$ cat src/rtl/fetch_stage.sv
// Instruction fetch stage: one outstanding request, a single-entry instruction
// buffer toward decode, branch redirects that respect the delay slot, and flush.
module fetch_stage #(
    parameter logic [31:0] RESET_PC   = 32'hBFC00000,
    parameter logic [31:0] EXC_VECTOR = 32'hBFC00380
) (
    input  logic        clk,
    input  logic        rst_n,
    input  logic        empty,
    input  logic        eret,
    input  logic [31:0] epc,
    input  logic        PC_modified,
    input  logic [31:0] PC_modified_data,
    input  logic        DE_enable,
    output logic        IF_ready,
    output logic [31:0] inst_out,
    output logic [31:0] IF_PC,
    output logic [4:0]  exccode_out,
    output logic        inst_req,
    output logic [31:0] inst_addr,
    input  logic        inst_addr_ok,
    input  logic        inst_data_ok,
    input  logic [31:0] inst_rdata
);

    localparam logic [4:0] EXC_ADEL = 5'h04;

    typedef enum logic [1:0] {
        S_REQ    = 2'd0,
        S_WAIT   = 2'd1,
        S_HOLD   = 2'd2,
        S_CANCEL = 2'd3
    } state_t;

    state_t      state_q, state_d;
    logic [31:0] pc_q, pc_d;
    logic [31:0] if_pc_q, if_pc_d;
    logic [31:0] inst_q, inst_d;
    logic [4:0]  exc_q, exc_d;
    logic        pend_q, pend_d;
    logic [31:0] pend_tgt_q, pend_tgt_d;

    logic        flush;
    logic [31:0] flush_tgt;
    logic        misaligned;
    logic        req_fire;
    logic        handoff;
    logic [31:0] next_pc;

    assign flush      = empty | eret;
    assign flush_tgt  = empty ? EXC_VECTOR : epc;
    assign misaligned = |pc_q[1:0];
    assign req_fire   = (state_q == S_REQ) && !misaligned && inst_addr_ok;
    assign handoff    = (state_q == S_HOLD) && DE_enable;
    // A same-cycle branch overrides an older pending target.
    assign next_pc    = PC_modified ? PC_modified_data :
                        pend_q      ? pend_tgt_q       :
                                      if_pc_q + 32'd4;

    always_comb begin
        state_d    = state_q;
        pc_d       = pc_q;
        if_pc_d    = if_pc_q;
        inst_d     = inst_q;
        exc_d      = exc_q;
        pend_d     = pend_q;
        pend_tgt_d = pend_tgt_q;

        if (flush) begin
            pend_d = 1'b0;
            pc_d   = flush_tgt;
            unique case (state_q)
                S_REQ:    state_d = req_fire ? S_CANCEL : S_REQ;
                S_WAIT:   state_d = inst_data_ok ? S_REQ : S_CANCEL;
                S_HOLD:   state_d = S_REQ;
                // Once the stale data has returned there is nothing left to drop.
                S_CANCEL: state_d = inst_data_ok ? S_REQ : S_CANCEL;
                default:  state_d = S_REQ;
            endcase
        end else begin
            if (PC_modified && (state_q != S_CANCEL) && !handoff) begin
                pend_d     = 1'b1;
                pend_tgt_d = PC_modified_data;
            end
            unique case (state_q)
                S_REQ: begin
                    if (misaligned) begin
                        state_d = S_HOLD;
                        inst_d  = 32'h0;
                        exc_d   = EXC_ADEL;
                        if_pc_d = pc_q;
                    end else if (inst_addr_ok) begin
                        state_d = S_WAIT;
                    end
                end
                S_WAIT: begin
                    if (inst_data_ok) begin
                        state_d = S_HOLD;
                        inst_d  = inst_rdata;
                        exc_d   = 5'h0;
                        if_pc_d = pc_q;
                    end
                end
                S_HOLD: begin
                    if (DE_enable) begin
                        state_d = S_REQ;
                        pc_d    = next_pc;
                        pend_d  = 1'b0;
                    end
                end
                S_CANCEL: begin
                    if (inst_data_ok) state_d = S_REQ;
                end
                default: state_d = S_REQ;
            endcase
        end
    end

    always_ff @(posedge clk or negedge rst_n) begin
        if (!rst_n) begin
            state_q    <= S_REQ;
            pc_q       <= RESET_PC;
            if_pc_q    <= RESET_PC;
            inst_q     <= 32'h0;
            exc_q      <= 5'h0;
            pend_q     <= 1'b0;
            pend_tgt_q <= 32'h0;
        end else begin
            state_q    <= state_d;
            pc_q       <= pc_d;
            if_pc_q    <= if_pc_d;
            inst_q     <= inst_d;
            exc_q      <= exc_d;
            pend_q     <= pend_d;
            pend_tgt_q <= pend_tgt_d;
        end
    end

    assign inst_req    = (state_q == S_REQ) && !misaligned;
    assign inst_addr   = pc_q;
    assign IF_ready    = (state_q == S_HOLD);
    assign inst_out    = inst_q;
    assign IF_PC       = if_pc_q;
    assign exccode_out = exc_q;

endmodule

$ cat config.mk
export PLATFORM = sky130hd
export DESIGN_NAME = fetch_stage
export DESIGN_NICKNAME = d
export VERILOG_FILES = /design/src/rtl/fetch_stage.sv
export SDC_FILE = /design/constraint.sdc
export NUM_CORES = 1
export LEC_CHECK = 0
export ABC_CLOCK_PERIOD_IN_PS = 2000
export CELL_PAD_IN_SITES_DETAIL_PLACEMENT = 1
export CELL_PAD_IN_SITES_GLOBAL_PLACEMENT = 1
export CORE_MARGIN = 2
export CORE_UTILIZATION = 35
export CTS_CLUSTER_DIAMETER = 60
export DETAILED_ROUTE_END_ITERATION = 10
export PLACE_DENSITY = 0.9
export SYNTH_ARGS = -nofsm -noshare
export SYNTH_HDL_FRONTEND = slang
export SYNTH_SLANG_ARGS = --single-unit
$ cat constraint.sdc
create_clock -name clk -period 2 [get_ports clk]
set_input_delay 0.4 -clock clk [delete_from_list [all_inputs] [get_ports clk]]
set_output_delay 0.4 -clock clk [all_outputs]
set_load 0.05 [all_outputs]
==> flow_summary.toml <==
[placement]
port_buffers = 202
routabilityCongestion = 0.900
dp_cells = 1227
place_hpwl_mm = 20.3
dp_slack_ps = -304

[route]
vias = 7084
wirelength_mm = 28.6
dr.first_iter.drc_count = 502
drc = 0
first_pass_iters = 5
wl_per_cell_um = 22.6
antenna_left = 0
viasPerCell = 5.60

[critical_path]
r2r_cells = 7
required_ps = 1600
crit_path_end_kind = "output port"
arrival_ps = 1570
cp_max_fo = 2
critical_path_class = "register to output port"
crit_start = "inst_out[16]$_DFFE_PN0P_"
slowest_delay_ps = 810
crit_buf_inv = 1
ff2ff_setup_slack_ps = 30
path_cells = "clkdlybuf4s50_1"
regToRegEndpoint = "inst_addr[26]$_DFFE_PN1P_"
crit_family = "buffers and inverters"
worstSetupStartpointType = "register"
rr_startpoint = "state_q[0]$_DFFE_PN0P_"
critPathSlowestCell = "clkdlybuf4s50_1"

[die]
io_pins = 207
start_util_pct = 35.9
die_x_um = 143
rows = 50
dieHeight_um = 143
die-area_um2 = 20500
core_um2 = 18900

[final_layout]
drive_gt1_share_pct = 25.6
multi_input_area_um2 = 3230
register_area_um2 = 3340
nNetsFinal = 1097
fillers = 2159
area_growth_pct = 50.0
fin_cells = 1266

[yosys]
synth_edf_count = 0
syn_inst = 740
async_reset_ff_share_pct = 100
synth_flop_cell = "dfrtp_1"
synth_area_um2 = 6790
yosys_warnings = 0
yosysUniqueCellTypes = 68
syn_avg_cell_area_um2 = 9.18
synth-seq-cells = 132
ys_seq_area_share_pct = 49.0

[sta]
tightest_slew_ps = 547
skew_ps = 8.02
hold_viol_final = 0
relSlewSlack_pct = 63.7
setup_ws_ps = 28.3
setup_viol = 0
finalCritPeriodShare_pct = 98.6
slew_violations = 0
max_freq_mhz = 507
period_needed_ps = 1970

[clock_tree]
cts_tree = "done"
cts.sinks = 132
root_buffer = "clkbuf_16"
path_clk_slew_ps = 60
h-tree-depth = 4
clockBufferDepth = 2
clk_latency_ps = 420
cts_inserted_buffers = 17

[power]
peakVddDrop_v = 0.000693
p_leak_nw = 4.92
p_per_area_nw_per_um2 = 1320
finalPower_mw = 13.4

[hold_path]
hold_class = "input pin to asynchronous set/reset pin"

[global_route]
grt_max_degree = 57
grt-ovfl-total = 0
grtUsageTotal_pct = 27.8
antenna_found_initial = 1
grt_pass1_vias = 7691
grt_pass1_wl_mm = 43.3

[run]
cap_violations = 0

[run_status]
status = "complete, no violations"
## Yosys cell counts, drive strengths merged (4+ instances only)
library cell / n / area [µm²]
and4: 4 / 35.0
nand2: 186 / 701
nor3: 23 / 131
nor4: 5 / 37.5
a22oi: 5 / 37.5
clkbuf: 20 / 76.3
dfrtp: 114 / 2850
xnor2: 5 / 43.8
nand3: 49 / 250
nand2b: 6 / 37.5
o21ai: 29 / 145
o221ai: 4 / 35.0
inv: 7 / 26.3
nor2b: 7 / 43.8
dfstp: 18 / 473
o22ai: 10 / 62.6
nor3b: 4 / 30.0
a31oi: 4 / 25.0
mux2i: 6 / 60.1
and3: 4 / 26.3
mux2: 36 / 409
a211oi: 15 / 113
o211ai: 4 / 30.0
nand4: 10 / 77.6
a221oi: 7 / 61.3
o31ai: 4 / 30.0
buf: 34 / 218
nor2: 35 / 139
xor2: 17 / 149
a21oi: 38 / 190
## per-stage QoR
step,hold WS [ps],area (µm²),utilization (%),TNS (ps)
after floorplan,104,6820,-,0
after global placement,331,9430,49.9,-11870
after detailed placement,333,9430,49.9,-19590
after CTS,459,10000,53.1,0
after global routing,475,10200,53.9,-45.1
final,458,10200,53.9,0
## what timing repair did
item / in CTS / in global routing
gates resized for setup: 22 / 29
pin swaps: 1 / 3
hold buffers: 1 / 0
endpoints found under the hold margin: 32 / 0
endpoints found under the setup margin: 21 / 25
setup buffers: 0 / 5
## cell usage in the layout (no fill, tap or decap), drive strengths merged, types with 3 or more instances in the layout
cell type,instances
o221ai,4
a221oi,7
dlymetal6s2s,17
nor2b,7
nor3b,4
and4,4
xor2,17
o21ai,29
clkinvlp,4
a31oi,4
and3,4
mux2i,6
clkinv,4
mux2,36
a211oi,15
o211ai,4
o31ai,4
conb,4
nand2b,6
dfstp,18
inv,8
clkbuf,21
nand2,186
dfrtp,114
nor3,23
clkdlybuf4s50,105
a22oi,5
o22ai,10
a21oi,38
dlygate4sd2,18
buf,143
xnor2,5
nor4,5
nand4,10
nand3,49
bufinv,3
nor2,35
## per-layer routing
layer | track usage [%] | routed length [µm] | vias up
li1 | - | - | 3081
met1 | 33.3 | 11100 | 3539
met2 | 47.6 | 14300 | 375
met3 | 7.11 | 2190 | 89
met4 | 11.5 | 1040 | 0
met5 | 0 | 0 | -
## sequential cells by signal (all words and copies together) (netlist names)
signal / count
IF_PC: 32
exccode_out: 1
inst_out: 32
pend_tgt_q: 32
state_q: 2
inst_addr: 32
pend_q: 1
## power by group
part           switching [mW]  total (mW)  internal, mW
clock network            1.24        3.28          2.03
logic                    3.82        5.81          1.99
registers               0.779        4.35          3.57
total                    5.84        13.4          7.60
## worst max-delay path by stage
stage / cells after the start / endpoint
finish: 1 / inst_out[16]
CTS: 1 / inst_out[19]
floorplan: 5 / inst_addr[30]$_DFFE_PN0P_
global route: 5 / inst_addr[29]$_DFFE_PN1P_
global placement: 7 / inst_addr[15]$_DFFE_PN0P_
detailed placement: 7 / inst_addr[15]$_DFFE_PN0P_
## cells by family (layout without fill, tap and decap cells)
group / after synthesis / count (layout) / share of synthesized area (%)
multiplexers: 42 / 42 / 6.91
adder cells (fa/ha/maj): 1 / 1 / 0.184
AND/OR/NAND/NOR: 344 / 344 / 23.4
flip-flops: 132 / 132 / 49.0
buffers and inverters: 62 / 324 / 4.77
AO/OA/AOI/OAI: 136 / 136 / 12.8
XOR/XNOR: 22 / 22 / 2.84
other: 1 / 5 / 0.0552
## area by class of cell
cell class	instances	area share (%)
inverter	8	0.295
timing repair buffer	284	26.0
multi-input combinational	549	31.7
clock inverter	11	1.49
clock buffer	21	4.52
antenna	1	0.0246
tap	260	3.19
sequential	132	32.8
Note: power is estimated with default switching activity, not from simulation.
